[src/rtl/uart_pkg.sv]
// Shared types and helpers for the UART word transmitter.
// Parity support is compiled in with `define UART_TX_PARITY_EN.
package uart_pkg;

    localparam int UART_BYTE_W = 8;

    typedef enum logic [2:0] {
        IDLE,
        SYNC,
        START,
        DATA,
        PARITY,
        STOP
    } uart_state_e;

    // Even parity when odd == 0, odd parity when odd == 1.
    function automatic logic parity_bit(input logic [UART_BYTE_W-1:0] b, input logic odd);
        return (^b) ^ odd;
    endfunction

endpackage

[src/rtl/uart_tx_frame.sv]
// Serialises one byte as start / 8 data bits LSB first / [parity] / stop bits on baud_tick.
// Parity bit present only with `define UART_TX_PARITY_EN.
module uart_tx_frame
    import uart_pkg::*;
#(
    parameter int STOP_BITS = 1
`ifdef UART_TX_PARITY_EN
    ,
    parameter int PARITY_ODD = 0
`endif
) (
    input  logic                   clk,
    input  logic                   rst_n,
    input  logic                   baud_tick,
    input  logic                   go,
    input  logic [UART_BYTE_W-1:0] data,
    output logic                   tx,
    output logic                   frame_done
);

    uart_state_e            state_q, state_d;
    logic [2:0]             bit_idx_q, bit_idx_d;
    logic                   stop_idx_q, stop_idx_d;
    logic [UART_BYTE_W-1:0] byte_q, byte_d;
    logic                   tx_q, tx_d;
    logic                   last_stop;

    always_comb begin
        state_d    = state_q;
        bit_idx_d  = bit_idx_q;
        stop_idx_d = stop_idx_q;
        byte_d     = byte_q;
        frame_done = 1'b0;
        last_stop  = (stop_idx_q == 1'(STOP_BITS - 1));

        if (baud_tick) begin
            case (state_q)
                IDLE: begin
                    if (go) begin
                        state_d = START;
                        byte_d  = data;
                    end
                end
                START: begin
                    state_d   = DATA;
                    bit_idx_d = 3'd0;
                end
                DATA: begin
                    if (bit_idx_q == 3'd7) begin
`ifdef UART_TX_PARITY_EN
                        state_d    = PARITY;
`else
                        state_d    = STOP;
                        stop_idx_d = 1'b0;
`endif
                    end else begin
                        bit_idx_d = bit_idx_q + 3'd1;
                    end
                end
`ifdef UART_TX_PARITY_EN
                PARITY: begin
                    state_d    = STOP;
                    stop_idx_d = 1'b0;
                end
`endif
                STOP: begin
                    if (last_stop) begin
                        frame_done = 1'b1;
                        // Chaining straight into the next start bit keeps frames gap-free.
                        if (go) begin
                            state_d = START;
                            byte_d  = data;
                        end else begin
                            state_d = IDLE;
                        end
                    end else begin
                        stop_idx_d = 1'b1;
                    end
                end
                default: state_d = IDLE;
            endcase
        end

        case (state_d)
            START:   tx_d = 1'b0;
            DATA:    tx_d = byte_d[bit_idx_d];
`ifdef UART_TX_PARITY_EN
            PARITY:  tx_d = parity_bit(byte_d, 1'(PARITY_ODD));
`endif
            default: tx_d = 1'b1;
        endcase
    end

    always_ff @(posedge clk) begin
        if (!rst_n) begin
            state_q    <= IDLE;
            bit_idx_q  <= 3'd0;
            stop_idx_q <= 1'b0;
            tx_q       <= 1'b1;
        end else begin
            state_q    <= state_d;
            bit_idx_q  <= bit_idx_d;
            stop_idx_q <= stop_idx_d;
            tx_q       <= tx_d;
        end
    end

    always_ff @(posedge clk) begin
        byte_q <= byte_d;
    end

    assign tx = tx_q;

endmodule

[src/rtl/uart_word_tx.sv]
// Word-wide UART transmitter: valid/ready intake, bytes sent LSB first as back-to-back frames.
// Optional parity bit per frame with `define UART_TX_PARITY_EN.
module uart_word_tx
    import uart_pkg::*;
#(
    parameter int WORD_WIDTH = 32,
    parameter int STOP_BITS  = 1,
    parameter int PARITY_ODD = 0
) (
    input  logic                  clk,
    input  logic                  rst_n,
    input  logic                  en,
    input  logic                  baud_tick,
    input  logic                  s_valid,
    output logic                  s_ready,
    input  logic [WORD_WIDTH-1:0] s_data,
    output logic                  tx,
    output logic                  busy
);

    localparam int NUM_BYTES = WORD_WIDTH / UART_BYTE_W;
    localparam int IDX_W     = (NUM_BYTES > 1) ? $clog2(NUM_BYTES) : 1;
    localparam logic [IDX_W-1:0] LAST_IDX = IDX_W'(NUM_BYTES - 1);

    if (WORD_WIDTH < UART_BYTE_W || (WORD_WIDTH % UART_BYTE_W) != 0 ||
        (STOP_BITS != 1 && STOP_BITS != 2) || (PARITY_ODD != 0 && PARITY_ODD != 1)) begin : g_bad_cfg
        $error("uart_word_tx: unsupported parameter combination");
    end

    // START here means "frame engine active"; the bit-level states live in uart_tx_frame.
    uart_state_e            state_q, state_d;
    logic [WORD_WIDTH-1:0]  word_q, word_d;
    logic [IDX_W-1:0]       byte_idx_q, byte_idx_d;
    logic                   busy_q, busy_d;
    logic                   go;
    logic                   frame_done;
    logic [UART_BYTE_W-1:0] frame_data;

    assign s_ready = (state_q == IDLE) && en;

    always_comb begin
        state_d    = state_q;
        word_d     = word_q;
        byte_idx_d = byte_idx_q;
        busy_d     = busy_q;
        go         = 1'b0;

        case (state_q)
            IDLE: begin
                if (s_valid && s_ready) begin
                    word_d     = s_data;
                    byte_idx_d = '0;
                    state_d    = SYNC;
                    busy_d     = 1'b1;
                end
            end
            SYNC: begin
                if (baud_tick) begin
                    go      = 1'b1;
                    state_d = START;
                end
            end
            START: begin
                if (frame_done) begin
                    if (byte_idx_q == LAST_IDX) begin
                        state_d = IDLE;
                        busy_d  = 1'b0;
                    end else begin
                        byte_idx_d = byte_idx_q + 1'b1;
                        go         = 1'b1;
                    end
                end
            end
            default: state_d = IDLE;
        endcase

        frame_data = word_q[UART_BYTE_W*byte_idx_d +: UART_BYTE_W];
    end

    always_ff @(posedge clk) begin
        if (!rst_n) begin
            state_q    <= IDLE;
            byte_idx_q <= '0;
            busy_q     <= 1'b0;
        end else begin
            state_q    <= state_d;
            byte_idx_q <= byte_idx_d;
            busy_q     <= busy_d;
        end
    end

    always_ff @(posedge clk) begin
        word_q <= word_d;
    end

    uart_tx_frame #(
        .STOP_BITS (STOP_BITS)
`ifdef UART_TX_PARITY_EN
        ,
        .PARITY_ODD(PARITY_ODD)
`endif
    ) u_frame (
        .clk       (clk),
        .rst_n     (rst_n),
        .baud_tick (baud_tick),
        .go        (go),
        .data      (frame_data),
        .tx        (tx),
        .frame_done(frame_done)
    );

    assign busy = busy_q;

endmodule
[config.mk]
export PLATFORM = sky130hd
export DESIGN_NAME = uart_word_tx
export DESIGN_NICKNAME = d
export VERILOG_FILES = /design/src/rtl/uart_pkg.sv /design/src/rtl/uart_tx_frame.sv /design/src/rtl/uart_word_tx.sv
export SDC_FILE = /design/constraint.sdc
export NUM_CORES = 1
export LEC_CHECK = 0
export CAP_MARGIN = 20
export CORE_UTILIZATION = 56
export CTS_CLUSTER_DIAMETER = 200
export DETAILED_ROUTE_END_ITERATION = 6
export GPL_TIMING_DRIVEN = 0
export PLACE_DENSITY = 0.89
export SLEW_MARGIN = 10
export SYNTH_ARGS = -nofsm -noshare
export SYNTH_HDL_FRONTEND = slang
export SYNTH_SLANG_ARGS = --single-unit
[constraint.sdc]
create_clock -name clk -period 5.3 [get_ports clk]
set_clock_uncertainty 0.05 [all_clocks]
set_input_delay 1.325 -clock clk [delete_from_list [all_inputs] [get_ports clk]]
set_output_delay 1.325 -clock clk [all_outputs]
set_load 0.03 [all_outputs]
; ---- Word level (Yosys, flattened, before mapping)
; Cells that the tools add are included.
[word_totals]
ramBits = 0
input_bits = 37
mem_bits_ro = 0
regBits = 54
out_inout_bits = 3
latchBits = 0
n_memories = 0
[classes]
n_lt_le_gt_ge = 1
eq_ne = 14
reduce_logical = 10
n_addsub = 2
mul = 0
muxes = 39
n_div = 0
n_bitwise = 0
shifts = 1
[op_table]
columns = operator, n
row1 = 32-bit by 6-bit variable part select with 8-bit output, 1
row2 = 3-bit 2-to-1 mux, 10
row3 = 8-bit 2-to-1 mux, 3
row4 = 8-bit one-hot mux with 2 select lines, 1
row5 = 3-bit by 2-bit == test with 1-bit output (second input constant), 5
row6 = 1-bit 2-to-1 mux, 12
row7 = 3-bit one-hot mux with 4 select lines, 1
row8 = 3-bit one-hot mux with 3 select lines, 1
row9 = 2-bit 2-to-1 mux, 4
row10 = 1-bit one-hot mux with 2 select lines, 4
row11 = 4-bit AND reduction, 2
row12 = 3-bit == test (second input constant), 2
row13 = 3-bit logical NOT, 2
row14 = 2-bit inequality test (second input constant), 3
row15 = 3-bit one-hot mux with 2 select lines, 1
row16 = 3-bit by 4-bit < comparator with 1-bit output (second input constant), 1
row17 = 2-bit by 1-bit inequality test with 1-bit output (second input constant), 2
row18 = 2-bit one-hot mux with 2 select lines, 1
row19 = 2-bit nonzero test, 2
row20 = 3-bit by 1-bit adder with 3-bit output (second input constant), 1
row21 = 1-bit binary-select mux with 3-bit select, 1
row22 = 3-bit by 1-bit == test with 1-bit output (second input constant), 1
row23 = 3-bit AND reduction, 1
row24 = 2-bit by 1-bit adder with 2-bit output (second input constant), 1
row25 = 3 further kinds, 4

; ---- Logic depth before layout (Yosys ltp)
[logic_depth]
ltp_word = 13
mapped_depth = 11
mapped_depth_nobuf = 9

; ---- Hierarchy
; From an unflattened synthesis, not the netlist that was laid out.
[unflattened]
cells_unflattened = 183
hier_area_um2 = 2381.0
[modules_own_cells]
columns = mod, area_per_inst_um2, instances, cells_each, seq_area_each_um2
row1 = uart_word_tx, 1542.7, 1, 97, 1061.0
row2 = uart_tx_frame, 838.3, 1, 86, 300.3

; ---- Worst setup path after synthesis
; OpenSTA, ideal clock, no wires.
[synth_path]
kind = in2reg
startpoint = input port s_valid
endpoint = register u_frame.tx_q (netlist: u_frame.tx)
t_arrival_ns = 3.230
cell_stages = 8
setup_ns = 0.074
path_buffers = 1
required_time_ns = 5.176
path_slack_ns = 1.946
path_cell_list = and3_1 > a21o_1 > a21oi_4 > buf_8 > mux2i_1 > o2111ai_1 > o311ai_1 > a31oi_1
[synth_via]
elab_chain_len = 11
[synth_rtl]
columns = item, line
row1 = "start, declared", uart_word_tx.sv:14  ; input logic s_valid,
row2 = 1-bit logical AND *, uart_word_tx.sv:50  ; if (s_valid && s_ready) begin
row3 = 2-bit 2-to-1 mux *, uart_word_tx.sv:50
row4 = 2-bit one-hot mux with 2 select lines *, uart_word_tx.sv:48  ; case (state_q)
row5 = 32-bit by 6-bit variable part select with 8-bit output *, uart_word_tx.sv:77  ; frame_data = word_q[UART_BYTE_W*byte_idx_d +: UART_BYTE_W];
row6 = 8-bit 2-to-1 mux *, "uart_tx_frame.sv:39, uart_tx_frame.sv:70"
row7 = 8-bit 2-to-1 mux, uart_tx_frame.sv:67  ; if (last_stop) begin
row8 = 8-bit one-hot mux with 2 select lines *, uart_tx_frame.sv:37  ; case (state_q)
row9 = 8-bit 2-to-1 mux *, uart_tx_frame.sv:36  ; if (baud_tick) begin
row10 = 1-bit binary-select mux with 3-bit select *, uart_tx_frame.sv:86  ; DATA: tx_d = byte_d[bit_idx_d];
row11 = 1-bit 2-to-1 mux (implied by the code) *, uart_tx_frame.sv:86
row12 = 1-bit one-hot mux with 2 select lines *, uart_tx_frame.sv:84  ; case (state_d)
row13 = "end signal, assigned", uart_tx_frame.sv:104  ; tx_q <= tx_d;
row14 = "end, declared", uart_tx_frame.sv:25  ; logic tx_q, tx_d;
; Mark *: on every way between the ends. The rest lies on a longest branch, timed or not. The select of a mux whose other input is x is not followed.
; A chain may end at the register's enable or synchronous reset.

; ---- Final worst setup path
[layout_path]
startpoint = input port en
endpoint = output port s_ready
[layout_via]
elab_chain_len = 1
[layout_rtl]
columns = item, line
row1 = "start, declared", uart_word_tx.sv:12  ; input logic en,
row2 = 1-bit logical AND, uart_word_tx.sv:39  ; assign s_ready = (state_q == IDLE) && en;
row3 = "end, declared", uart_word_tx.sv:15  ; output logic s_ready,
; Every way passes these cells.

==> results.md <==
* Worst EP arrival at 2.60 ns
* Switch Pwr at 0.2850 mW
* DRC viols at 0
* Register-to-Register Setup Slack at 2.39 ns
* Syn Std Cell Area at 2280 sq um
* Die width at 65.81 microns
* Gr usage total at 0.2088
* Hold Path End: u_frame.byte_q[2]
* Syn_nets at 231
* Number of vias per cell at 5.725
* Mean Syn Cell Area at 12.06 sq um
* Antenna violations before repair at 0
* Worst-Margin Slew at 0.7371 ns
* I/O pin cnt at 40
* Slew headroom at 0.5086
* Pwr/cell area at 363.8 nW/um^2
* Static leakage at 1.036 nW
* Max Fclk at 251.5 MHz
* Share of post-route cells with drive strength above 1 at 0.1017
* Critical Path Sink Type: primary output
* Detail Placement HPWL at 2.783 mm
* Worst r2r src: state_q[0]
* Initial Util at 0.6045
* CTS tree: yes
* Int Pwr at 0.7505 mW
* Gate Count Post-Synth at 189
* DRT antenna net count at 0
* Clock root buffer: clkbuf_8
* Critical path class: in -> out
* P&R area growth vs syn at 24.86%
* Final period utilization at 0.7502
* Data required, critical path at 3.92 ns
* Final core utilization at 0.7548
* Ys Warns at 0
* Max FO, Critical Path at 3
* Worst hold start: u_frame.byte_q[2]
* Hold Path Class: reg -> reg
* Final setup violation count at 0
* Num CTS Buffers at 5
* Peak supply drop at 235.4 uV
* Antenna diodes at 0
* MaxCap Viol Count at 0
* Routed length per instance at 14.14 microns
* Drt first pass iters at 4
* IO Port Bufs at 39
* Rows at 22
* Core ar. at 3771 sq um
* Routed WL at 4.015 mm
* CTS Sinks at 52
* Fill cells at 244
* Slew Limit Fails at 0
* FF-to-FF path depth at 10
* Resized cells post-CTS at 0
* Worst skew pair latency at 0.31 ns
* Final min period at 3.976 ns
* Distinct cells, synth at 43
* Final Hold Vio Count at 0
* Clk pin slew, worst setup/hold paths at 0.09 ns
* Sequential Power Share at 0.510
* Switching share of power at 0.2752
* Combinational power share at 0.226
* FF-to-FF End: u_frame.tx
* Clock Power Share at 0.264
* GP Congestion at 0.8537
* Synth Register Bits at 52
* Initial drt markers at 141
* Total Power at 1.036 mW
* Sequential area share after synthesis at 0.5971
* Final net count at 277
* Hold Path Stages at 2
* GRT overflow at 0
* Vias in the first global route at 1550
* Hold-fix buffer count after cts at 0
* Vias at 1626
* Fin Setup TNS at 0 ns
* Clock H-tree levels at 2
* Status: completed
* Die Ht at 65.81 microns
* Post-CTS setup buffer count at 0
* Worst setup SP type: primary input
* RSZ-0062 raised after global routing: no
* Die Area at 4330 sq um
* Largest net degree at the start of global routing at 35
* Clock Path Buffers at 2
* Global-route wire length before repair at 6.513 mm
-- sequential cells by signal (all words and copies together) (netlist names) --
register and count:
u_frame.tx 1, busy 1, u_frame.byte_q 8, state_q 2
u_frame.state_q 3, u_frame.bit_idx_q 3, word_q 32, byte_idx_q 2
-- power by group through the flow --
stage	clock (mW)	combinational, mW	sequential [mW]
after floorplan	0	0.146	0.540
after global placement	0	0.220	0.533
after detailed placement	0	0.230	0.536
after CTS	0.277	0.234	0.528
after global routing	0.294	0.255	0.534
final	0.273	0.234	0.528
-- cell families after synthesis --
| logic type | share of synthesized area |
|---|---|
| and+or+nand+nor | 0.1032 |
| AOI/OAI and AO/OA | 0.1416 |
| adders and majority gates | 0.02744 |
| muxes | 0.09056 |
| buffers and inverters | 0.04006 |
| DFF | 0.5971 |
-- synth_stat cells --
cell,number,share of area
nor3_1,1,0.0022
buf_2,1,0.0022
o22ai_1,1,0.0027
o21ai_0,15,0.033
nand2_1,16,0.026
nand3_1,3,0.0066
buf_8,1,0.0066
o221ai_1,1,0.0038
a21oi_1,7,0.015
inv_1,12,0.020
and3b_1,1,0.0038
mux2_2,5,0.025
a211oi_1,5,0.016
edfxtp_1,32,0.42
a31o_4,1,0.0077
and4b_4,1,0.0060
nand4_1,1,0.0027
buf_6,1,0.0049
or2_2,1,0.0027
nand4b_1,1,0.0038
clkinv_1,1,0.0016
nor2_1,12,0.020
a2bb2oi_1,1,0.0038
o2111ai_1,2,0.0077
mux2i_1,15,0.066
a31oi_1,1,0.0027
ha_1,5,0.027
a32oi_2,1,0.0071
and2_2,1,0.0033
a22oi_1,1,0.0033
nand3b_1,2,0.0066
and3_1,3,0.0082
a31o_2,1,0.0038
o311ai_1,1,0.0038
o211ai_1,4,0.013
a21o_1,1,0.0033
a21boi_0,1,0.0033
clkbuf_1,3,0.0049
a21oi_4,1,0.0071
o31ai_1,1,0.0033
nand2b_1,2,0.0055
dfxtp_1,20,0.18
and2_1,2,0.0055
-- how the worst max path moves through the flow --
stage                 start    endpoint  slack [ns]
floorplan           s_valid  u_frame.tx        1.95
global route             en     s_ready        1.30
finish                   en     s_ready        1.32
detailed placement       en     s_ready        1.33
global placement         en  u_frame.tx        1.07
CTS                      en     s_ready        1.32
-- routing by layer --
metal	up-vias	GRT usage	part of all wire	wire, microns
met5	-	0	0	0
met4	0	0.1386	0.036	146
met3	20	0.03966	0.048	191
met2	69	0.3622	0.51	2035
met1	741	0.2302	0.41	1641
li1	796	-	-	-
-- cells in the final DEF (no fill, tap or decap), drive strengths merged, types with 4 or more instances in the layout --
cell            n
inv            13
a211oi          5
clkdlybuf4s50  39
clkbuf          8
dfxtp          20
o211ai          4
ha              5
nor2           12
nand2          16
edfxtp         32
o21ai          15
mux2            5
mux2i          15
a21oi           8
-- critical path, cell delays in order --
cell and delay [ns]:
clkdlybuf4s50_1 0.48, and2_1 0.13, clkdlybuf4s50_1 0.66
-- layout make-up --
class                   count  area (sq um)  area share
clock buffers               5         68.82     0.02418
clock inverters             3         46.29     0.01626
inverters                  13         48.80     0.01714
well taps                  48         60.06     0.02110
multi-input cells         118         828.3      0.2910
flip-flops and latches     52          1361      0.4782
repair buffers             39         390.4      0.1371
plain buffers               6         42.54     0.01495
-- metrics by stage --
step                      worst slack [ns]  instances  instance area (sq um)  hold WS [ns]
after global placement               1.074        276                   2730        0.3796
after global routing                 1.301        284                   2846        0.4389
final                                1.324        284                   2846        0.4219
after detailed placement             1.327        276                   2731        0.3976
after floorplan                      1.946        189                   2280        0.3697
after CTS                            1.317        284                   2846        0.4206
No activity file was read; power rests on OpenSTA's default activity.
